### src/rtl/uart_tx_frame.sv
// UART transmitter with configurable width, parity and stop bits.
// Accepts one payload per valid/ready handshake; one frame in flight.
module uart_tx_frame #(
    parameter int F         = 50000000,
    parameter int BAUD      = 9600,
    parameter int DATA_BITS = 8,
    parameter int PARITY    = 0,
    parameter int STOP_BITS = 1
) (
    input  logic                 clk,
    input  logic                 rst,
    input  logic [DATA_BITS-1:0] data,
    input  logic                 valid,
    output logic                 ready,
    output logic                 tx,
    output logic                 busy,
    output logic                 done
);

    localparam int DIV = F / BAUD;
    localparam int CW  = (DIV > 1) ? $clog2(DIV) : 1;

    localparam logic [CW-1:0] CNT_LAST  = CW'(DIV - 1);
    localparam logic [CW-1:0] CNT_DONE  = CW'(DIV - 2);
    localparam logic [3:0]    DATA_LAST = 4'(DATA_BITS - 1);
    localparam logic [3:0]    STOP_LAST = 4'(STOP_BITS - 1);
    localparam logic          ODD       = (PARITY == 1);

    if (DIV < 2 || DATA_BITS < 5 || DATA_BITS > 9 ||
        PARITY < 0 || PARITY > 2 ||
        (STOP_BITS != 1 && STOP_BITS != 2)) begin : g_param_check
        $error("uart_tx_frame: illegal parameter set");
    end

    typedef enum logic [2:0] {
        S_IDLE,
        S_START,
        S_DATA,
        S_PAR,
        S_STOP
    } state_t;

    state_t               state;
    logic [CW-1:0]        baud_cnt;
    logic [3:0]           bit_cnt;
    logic [DATA_BITS-1:0] shreg;
    logic                 par_q;
    logic                 wrap;

    assign wrap  = (baud_cnt == CNT_LAST);
    assign ready = (state == S_IDLE) & ~rst;

    always_ff @(posedge clk) begin
        if (rst) begin
            state    <= S_IDLE;
            tx       <= 1'b1;
            busy     <= 1'b0;
            done     <= 1'b0;
            bit_cnt  <= '0;
            baud_cnt <= '0;
            shreg    <= '0;
            par_q    <= 1'b0;
        end else begin
            // wraps to zero on the same edge that changes state
            baud_cnt <= wrap ? '0 : baud_cnt + 1'b1;
            unique case (state)
                S_IDLE: begin
                    baud_cnt <= '0;
                    bit_cnt  <= '0;
                    if (valid) begin
                        shreg <= data;
                        par_q <= (^data) ^ ODD;
                        state <= S_START;
                        tx    <= 1'b0;
                        busy  <= 1'b1;
                    end
                end
                S_START: begin
                    if (wrap) begin
                        state <= S_DATA;
                        tx    <= shreg[0];
                    end
                end
                S_DATA: begin
                    if (wrap) begin
                        if (bit_cnt == DATA_LAST) begin
                            bit_cnt <= '0;
                            if (PARITY != 0) begin
                                state <= S_PAR;
                                tx    <= par_q;
                            end else begin
                                state <= S_STOP;
                                tx    <= 1'b1;
                            end
                        end else begin
                            bit_cnt <= bit_cnt + 1'b1;
                            shreg   <= shreg >> 1;
                            tx      <= shreg[1];
                        end
                    end
                end
                S_PAR: begin
                    if (wrap) begin
                        state <= S_STOP;
                        tx    <= 1'b1;
                    end
                end
                S_STOP: begin
                    // raise done for the last clock of the last stop bit
                    if (bit_cnt == STOP_LAST && baud_cnt == CNT_DONE)
                        done <= 1'b1;
                    if (wrap) begin
                        if (bit_cnt == STOP_LAST) begin
                            state   <= S_IDLE;
                            busy    <= 1'b0;
                            done    <= 1'b0;
                            bit_cnt <= '0;
                        end else begin
                            bit_cnt <= bit_cnt + 1'b1;
                        end
                    end
                end
                default: state <= S_IDLE;
            endcase
        end
    end

endmodule

### config.mk
export PLATFORM = sky130hd
export DESIGN_NAME = uart_tx_frame
export DESIGN_NICKNAME = d
export VERILOG_FILES = /design/src/rtl/uart_tx_frame.sv
export SDC_FILE = /design/constraint.sdc
export NUM_CORES = 1
export LEC_CHECK = 0
export CAP_MARGIN = 30
export CORE_ASPECT_RATIO = 0.8
export CORE_MARGIN = 2
export CORE_UTILIZATION = 56
export CTS_CLUSTER_DIAMETER = 150
export CTS_CLUSTER_SIZE = 14
export DETAILED_ROUTE_END_ITERATION = 8
export HOLD_SLACK_MARGIN = 0.12
export PLACE_DENSITY = 0.86
export SLEW_MARGIN = 25
export SYNTH_ARGS = -nofsm -noshare
export SYNTH_HDL_FRONTEND = slang
export SYNTH_SLANG_ARGS = --single-unit
export TNS_END_PERCENT = 5
### constraint.sdc
create_clock -name clk -period 2.3 [get_ports clk]
set_input_delay 0.69 -clock clk [delete_from_list [all_inputs] [get_ports clk]]
set_output_delay 0.69 -clock clk [all_outputs]
set_load 0.1 [all_outputs]
=== Word-level counts from Yosys, hierarchy flattened ===
Index checks and enable logic that the tools add are counted.

* Bitwise logic cells: 2
* $mul: 0
* Shift-type cells: 0
* Div/mod/pow operators: 0
* Eq/ne operators: 15
* Magnitude comparators: 0
* Reduce and logical (&&, ||, !) cells: 13
* Multiplexer cells: 30
* $add $sub $neg: 2

{| class="wikitable"
|+ Operator list
! cell !! number
|-
| $eq A13 B13 Y1 const B || 2
|-
| $mux W8 || 3
|-
| $mux W3 || 7
|-
| $mux W4 || 4
|-
| $ne A2 B2 Y1 const B || 8
|-
| $pmux W8 S2 || 1
|-
| $pmux W3 S5 || 1
|-
| $add A13 B1 Y13 const B || 1
|-
| $pmux W4 S3 || 1
|-
| $mux W1 || 11
|-
| $reduce_and A4 Y1 || 2
|-
| $reduce_and A7 Y1 || 1
|-
| $eq A3 B2 Y1 const B || 2
|-
| $reduce_and A5 Y1 || 1
|-
| $add A4 B1 Y4 const B || 1
|-
| $eq A4 B3 Y1 const B || 1
|-
| $logic_not A4 Y1 || 1
|-
| $pmux W1 S4 || 1
|-
| $reduce_bool A2 Y1 || 2
|-
| $reduce_bool A4 Y1 || 1
|-
| $eq A3 B1 Y1 const B || 1
|-
| $eq A3 B3 Y1 const B || 1
|-
| $logic_not A3 Y1 || 1
|-
| $reduce_and A3 Y1 || 1
|-
| other kinds (6) || 6
|}

* Bits in registers: 31
* Latch bits: 0
* Bits in writable memories: 0
* Bits of input ports: 11
* Logic and storage cells: 69
* Memories kept: 0
* Output and inout port bits: 4
* Bits in read-only memories: 0

=== Depth between registers and ports, before layout ===
Gate-level depths: netlist (run 1).

* Word-level depth: 5
* Gate-level depth with buffers: 8
* Depth with buffers taken out: 7

=== Worst setup path after synthesis (run 1) ===
OpenSTA, ideal clock, no wires.

* Path type: input port to output port
* Start: input rst
* End: output ready
* Data arrival time: 3.064 ns
* Cell stages on the path: 4
* Slack: -1.454 ns
* Cells stage by stage: clkbuf_1 inv_1 nand2_1 nor3_1

* Word-level cells in the longest chain between the ends: 2

{| class="wikitable"
|+ Ends and longest elaborated chain
! item !! RTL line !! source
|-
| start: declaration || 11 || <nowiki>input logic rst,</nowiki>
|-
| $not A1 Y1 || 51 || <nowiki>assign ready = (state == S_IDLE) & ~rst;</nowiki>
|-
| $and A1 B1 Y1 || 51 ||
|-
| end: declaration || 14 || <nowiki>output logic ready,</nowiki>
|}

No other way between the ends.

=== Final worst setup path (run 1) ===
Ends and elaborated chain as after synthesis.

==> impl_metrics.py, run 1 <==
metrics = {
    "clocking": {
        "cts_buffer_depth": 2,
        "cts_root_buf": "clkbuf_4",
        "clk_pin_slew_worst_paths_ps": 90,
        "numClockSinks": 31,
        "cts_buffers": 5,
        "cts_hold_buf": 0,
        "htreeDepth": 2,
        "cts_tree": "built",
        "insertion_delay_ps": 330,
    },
    "synthesis": {
        "syn-num-nets": 195,
        "postSynth.asyncResetShare_pct": 0,
        "netlist_area_um2": 1570,
        "ys_ff_latch": 31,
        "synth_cell_types": 44,
        "ys_seq_area_share_pct": 39.6,
        "synth-edff-count": 0,
        "yosysWarnings": 0,
        "syn_inst": 180,
        "synth-main-ff-cell": "dfxtp_1",
        "syn_area_per_cell_um2": 8.71,
    },
    "worst_setup_path": {
        "path_depth": 5,
        "required_ps": 1610,
        "cp.arrival_ps": 1510,
        "critPathLaunchType": "input pin",
        "path_max_fanout": 2,
        "critPathBufInv": 3,
        "cp_top_family": "buffers and inverters",
        "cp_cell_sequence": "dlygate4sd2_1 -> inv_6 -> nand2_4 -> nor3_4 -> buf_12",
        "critPathCapture": "ready",
        "critPathSlowestCell": "dlygate4sd2_1",
        "worst_setup_path_end_kind": "output port",
        "reg2reg_to": "bit_cnt[3]",
        "worstSetupPathType": "in2out",
        "slowest_delay_ps": 280,
        "r2r_cells": 5,
        "worst-r2r-setup-slack_ps": 300,
        "worstSetupStartpoint": "rst",
        "r2r_start": "state[1]",
    },
    "cells_and_area": {
        "instances_no_fill": 238,
        "regArea_um2": 621,
        "final_nets": 214,
        "final_util_pct": 67.7,
        "final_cell_mix": "nor2_1, dfxtp_1, nand2_1, buf_4, clkdlybuf4s50_1",
        "area_delta_synth_final_pct": 16.6,
        "antenna-diode-count": 0,
        "layout_commonest_cell": "nor2_1",
        "multi_input_area_um2": 885,
        "design_area_um2": 1830,
        "fillers": 212,
        "post_route_cells_drive_above_1_share_pct": 14.0,
    },
    "drt": {
        "vias_per_cell": 5.69,
        "wirelength_um": 3380,
        "wire_per_inst_um": 14.2,
        "via_count": 1355,
        "drt_iter0_markers": 98,
        "dr.pass1.iters": 4,
        "ant_nets": 0,
        "drc_errors": 0,
    },
    "power_and_ir_drop": {
        "internal-power_mw": 0.747,
        "p_clk_share_pct": 28.7,
        "p_comb_share_pct": 16.1,
        "p_switching_mw": 0.307,
        "pwr-share-seq_pct": 55.2,
        "power.total_mw": 1.05,
        "p_leak_nw": 0.659,
        "swShare_pct": 29.1,
        "peakVddDrop_uv": 317,
        "p_per_area_nw_per_um2": 577,
    },
    "floorplanning": {
        "die-area_um2": 3240,
        "fp.coreArea_um2": 2700,
        "die_x_um": 63.2,
        "pin_count": 15,
        "start_util_pct": 58.0,
        "fp-row-count": 17,
        "die-height_um": 51.3,
    },
    "placed_design": {
        "placed_area_um2": 1780,
        "port_buffers": 14,
        "hpwlAfterDp_um": 2440,
        "gp_congestion": 0.852,
        "dp.cells": 230,
    },
    "global_routing": {
        "overflow": 0,
        "grtUsageTotal_pct": 23.4,
        "grt_max_degree": 21,
        "grt_pass1_wl_um": 5770,
        "grt_pass1_vias": 1285,
        "antenna_found_initial": 0,
    },
    "sta": {
        "fmax_mhz": 454,
        "rsz0062_at_grt": "no",
        "setup_viol": 0,
        "final_hold_viol_count": 0,
        "fin_crit_sh_pct": 95.8,
        "relSlewSlack_pct": 65.5,
        "finClkSkew_ps": 9.84,
        "slew_viol_final": 0,
        "tightest_slew_ps": 517,
        "final.min_clock_period_ps": 2200,
    },
    "job": {
        "drv_cap": 0,
    },
    "outcome": {
        "status": "complete, no violations",
    },
    "hold_path": {
        "hold_path.class": "reg2reg",
    },
}
==> state kept, by name, indices dropped and copies added (netlist names) <==
name,flops
tx,1
busy,1
baud_cnt,13
state,3
bit_cnt,4
shreg,8
done,1
==> area by class of cell <==
class                           count  share of cell area [%]
Clock buffer                        7                    2.46
Clock inverter                      1                   0.274
Inverter                            7                    1.71
Multi-Input combinational cell    133                    48.4
Sequential cell                    31                    33.9
Tap cell                           38                    2.60
Timing Repair Buffer               21                    10.6
==> synth_stat cells (all sizes together), types with 3 or more instances <==
library cell  instances  share of area, %
a211oi                7               3.4
a21oi                 5               1.6
and3                  3               1.2
buf                   5               2.6
clkbuf                4              0.96
dfxtp                31                40
ha                    4               3.2
inv                   7               1.7
mux2i                 7               4.5
nand2                12               2.9
nand3                 6               1.9
nand4                 6               3.4
nor2                 32               7.7
nor3                  3              0.96
o21ai                 8               2.6
xnor2                 6               3.4
xor2                  5               2.8
==> worst min path at each step <==
stage                      from           to  slack [ps]  depth (start not counted)
finish                     busy         busy         470                          2
global route           shreg[7]     shreg[7]         510                          2
CTS                        busy         busy         480                          2
detailed placement         busy         busy         460                          2
global placement    baud_cnt[0]  baud_cnt[0]         450                          1
floorplan           baud_cnt[0]  baud_cnt[0]         440                          1
==> layer usage <==
layer	vias up	GRT usage [%]	part of all wire, %
li1	675	-	-
met1	633	27.3	46
met2	42	40.2	47
met3	5	7.71	5.6
met4	0	8.52	1.4
met5	-	0	0
==> tightest hold or removal path, cell delays in order, from the launching register on <==
cell and delay (ps):
dfxtp_1 330, nand2_1 50, a21oi_1 50
==> through the flow <==
stage | worst slack [ps] | TNS (ps) | hold WS, ps
6_report | 96.1 | 0 | 472
4_1_cts | 87.8 | 0 | 480
3_3_place_gp | -97.5 | -97.5 | 454
2_1_floorplan | -117 | -117 | 437
5_1_grt | 50.8 | 0 | 514
3_5_place_dp | -133 | -248 | 464
==> kinds of logic (layout without fill, tap and decap cells) <==
kind of cell               after synthesis  after routing  synth area share [%]
adders and majority gates                5              5                  3.91
DFF                                     31             31                  39.6
and+or+nand+nor                         76             76                  26.0
muxes                                    7              7                  4.47
xor gates and xnor gates                11             11                  6.15
AOI/OAI and AO/OA                       34             34                  14.7
buffers and inverters                   16             36                  5.19
==> power groups by stage <==
| stage | clock network (mW) | registers (mW) | logic [mW] |
|---|---|---|---|
| floorplan | 0 | 0.616 | 0.0948 |
| global placement | 0 | 0.592 | 0.166 |
| detailed placement | 0 | 0.594 | 0.170 |
| CTS | 0.307 | 0.582 | 0.170 |
| global route | 0.332 | 0.585 | 0.184 |
| finish | 0.303 | 0.582 | 0.170 |
==> repair_timing <==
item                                    in CTS  in global routing
gates resized for setup                      1                  0
endpoints found under the setup margin       1                  0
setup buffers                                0                  0
No activity file was read; power rests on OpenSTA's default activity.
==> run 2: changes to the inputs <==
Settings changed: CELL_PAD_IN_SITES_DETAIL_PLACEMENT from default to 0, CELL_PAD_IN_SITES_GLOBAL_PLACEMENT from default to 1, CORE_UTILIZATION 56 to 42, PLACE_DENSITY 0.86 to 0.85.
==> run 2 against run 1 <==
Net effect: core utilization is 13 points lower; die area is 31% higher; sequential share of layout area is 1.5 points lower; non-clock buffer count is 2 higher; fmax is 1.3% higher; via count is 3.9% lower; setup slack better by 27 ps.
==> impl_metrics.py, run 2 (synthesis gave the netlist of run 1 again) <==
metrics = {
    "sta": {
        "rsz0062_at_grt": "no",
        "setup_viol": 0,
        "timing.hold.ws_ps": 482,
        "tightest_slew_ps": 458,
        "setup_slack_ps": 123,
        "final_hold_viol_count": 0,
        "finClkSkew_ps": 7.56,
        "final.min_clock_period_ps": 2180,
        "fmax_mhz": 459,
        "fin_tns_setup_ps": 0,
        "relSlewSlack_pct": 69.4,
        "fin_crit_sh_pct": 94.6,
        "slew_viol_final": 0,
    },
    "drt": {
        "wire_per_inst_um": 12.6,
        "via_count": 1302,
        "dr.pass1.iters": 5,
        "drt_iter0_markers": 59,
        "ant_nets": 0,
        "vias_per_cell": 5.34,
        "drc_errors": 0,
        "wirelength_um": 3070,
    },
    "placed_design": {
        "placed_area_um2": 1810,
        "pre_cts_ws_ps": -111,
        "hpwlAfterDp_um": 2270,
        "gp_congestion": 0.842,
        "port_buffers": 14,
        "dp.cells": 236,
    },
    "cells_and_area": {
        "design_area_um2": 1910,
        "final_nets": 216,
        "largestRegisters": "baud_cnt x13, shreg x8, bit_cnt x4",
        "instances_no_fill": 244,
        "regMostFlops": "baud_cnt",
        "final_util_pct": 54.7,
        "post_route_cells_drive_above_1_share_pct": 15.3,
        "antenna-diode-count": 0,
        "layout_commonest_cell": "nor2_1",
        "final_cell_mix": "nor2_1, dfxtp_1, nand2_1, buf_4, clkdlybuf4s50_1",
        "area_delta_synth_final_pct": 21.9,
        "largest_reg_flops": 13,
        "fillers": 322,
    },
    "clocking": {
        "insertion_delay_ps": 270,
        "cts_buffer_depth": 2,
        "clk_pin_slew_worst_paths_ps": 60,
        "cts_tree": "built",
        "post_cts_buffers": 0,
        "numClockSinks": 31,
        "cts_root_buf": "clkbuf_8",
        "cts_hold_buf": 0,
        "htreeDepth": 2,
        "cts_buffers": 5,
    },
    "worst_setup_path": {
        "critPathLaunchType": "input pin",
        "worstSetupStartpoint": "rst",
        "r2r_start": "baud_cnt[0]",
        "worstSetupPathType": "in2out",
        "cp.arrival_ps": 1490,
        "worst_setup_path_end_kind": "output port",
        "path_max_fanout": 2,
        "required_ps": 1610,
    },
    "global_routing": {
        "grtUsageTotal_pct": 16.1,
        "antenna_found_initial": 0,
        "overflow": 0,
        "grt_pass1_wl_um": 5420,
        "grt_pass1_vias": 1198,
        "grt_max_degree": 21,
    },
    "hold_path": {
        "hold_start": "shreg[7]",
        "hold_path.class": "reg2reg",
    },
    "floorplanning": {
        "die_x_um": 72.3,
        "fp.coreArea_um2": 3490,
        "die-height_um": 58.6,
        "fp-row-count": 19,
        "die-area_um2": 4240,
        "start_util_pct": 44.9,
        "pin_count": 15,
    },
    "power_and_ir_drop": {
        "p_leak_nw": 0.695,
        "peakVddDrop_uv": 558,
        "power.total_mw": 1.22,
        "p_per_area_nw_per_um2": 641,
    },
    "outcome": {
        "status": "complete, no violations",
    },
    "job": {
        "drv_cap": 0,
    },
}
-- run 2: cell types whose count changed in the layout (fill, tap and decap cells not counted), sizes merged --
cell / delta
clkinv: -1
clkbuf: +1
buf: +2
-- run 2: worst max-delay path, cell delays in order --
cell and delay [ps]:
dlygate4sd2_1 280, inv_6 70, nand2_4 50, nor3_4 200
buf_12 200
-- run 2: layout make-up --
cell class,count,area [um2],share of cell area (%)
flip-flops and latches,31,621,32.5
clock buffers,8,100,5.24
multi-input cells,133,885,46.3
inverters,7,31.3,1.64
well taps,42,52.6,2.75
repair buffers,23,221,11.6
-- run 2: timing repair --
| action | in CTS | in global routing |
|---|---|---|
| resized for setup | 1 | 0 |
| endpoints found under the hold margin | 0 | 0 |
| setup endpoints to repair | 1 | 0 |
-- run 2: worst paths after layout --
path	end	slack [ps]	depth (start not counted)
min reg2reg	shreg[7]	480	2
min	shreg[7]	480	2
max reg2reg	bit_cnt[0]	280	6
max	ready	120	5
-- run 2: metal layers --
metal	part of all wire, %	vias up	global-route usage [%]
met2	41	26	25.3
met1	53	594	22.3
met3	4.9	5	4.79
met5	0	-	0
met4	1.0	0	3.23
li1	-	677	-
-- run 2: where the power goes --
| part | switching, mW | internal (mW) |
|---|---|---|
| Combinational | 0.104 | 0.0751 |
| Clock | 0.190 | 0.273 |
| Sequential | 0.0219 | 0.561 |
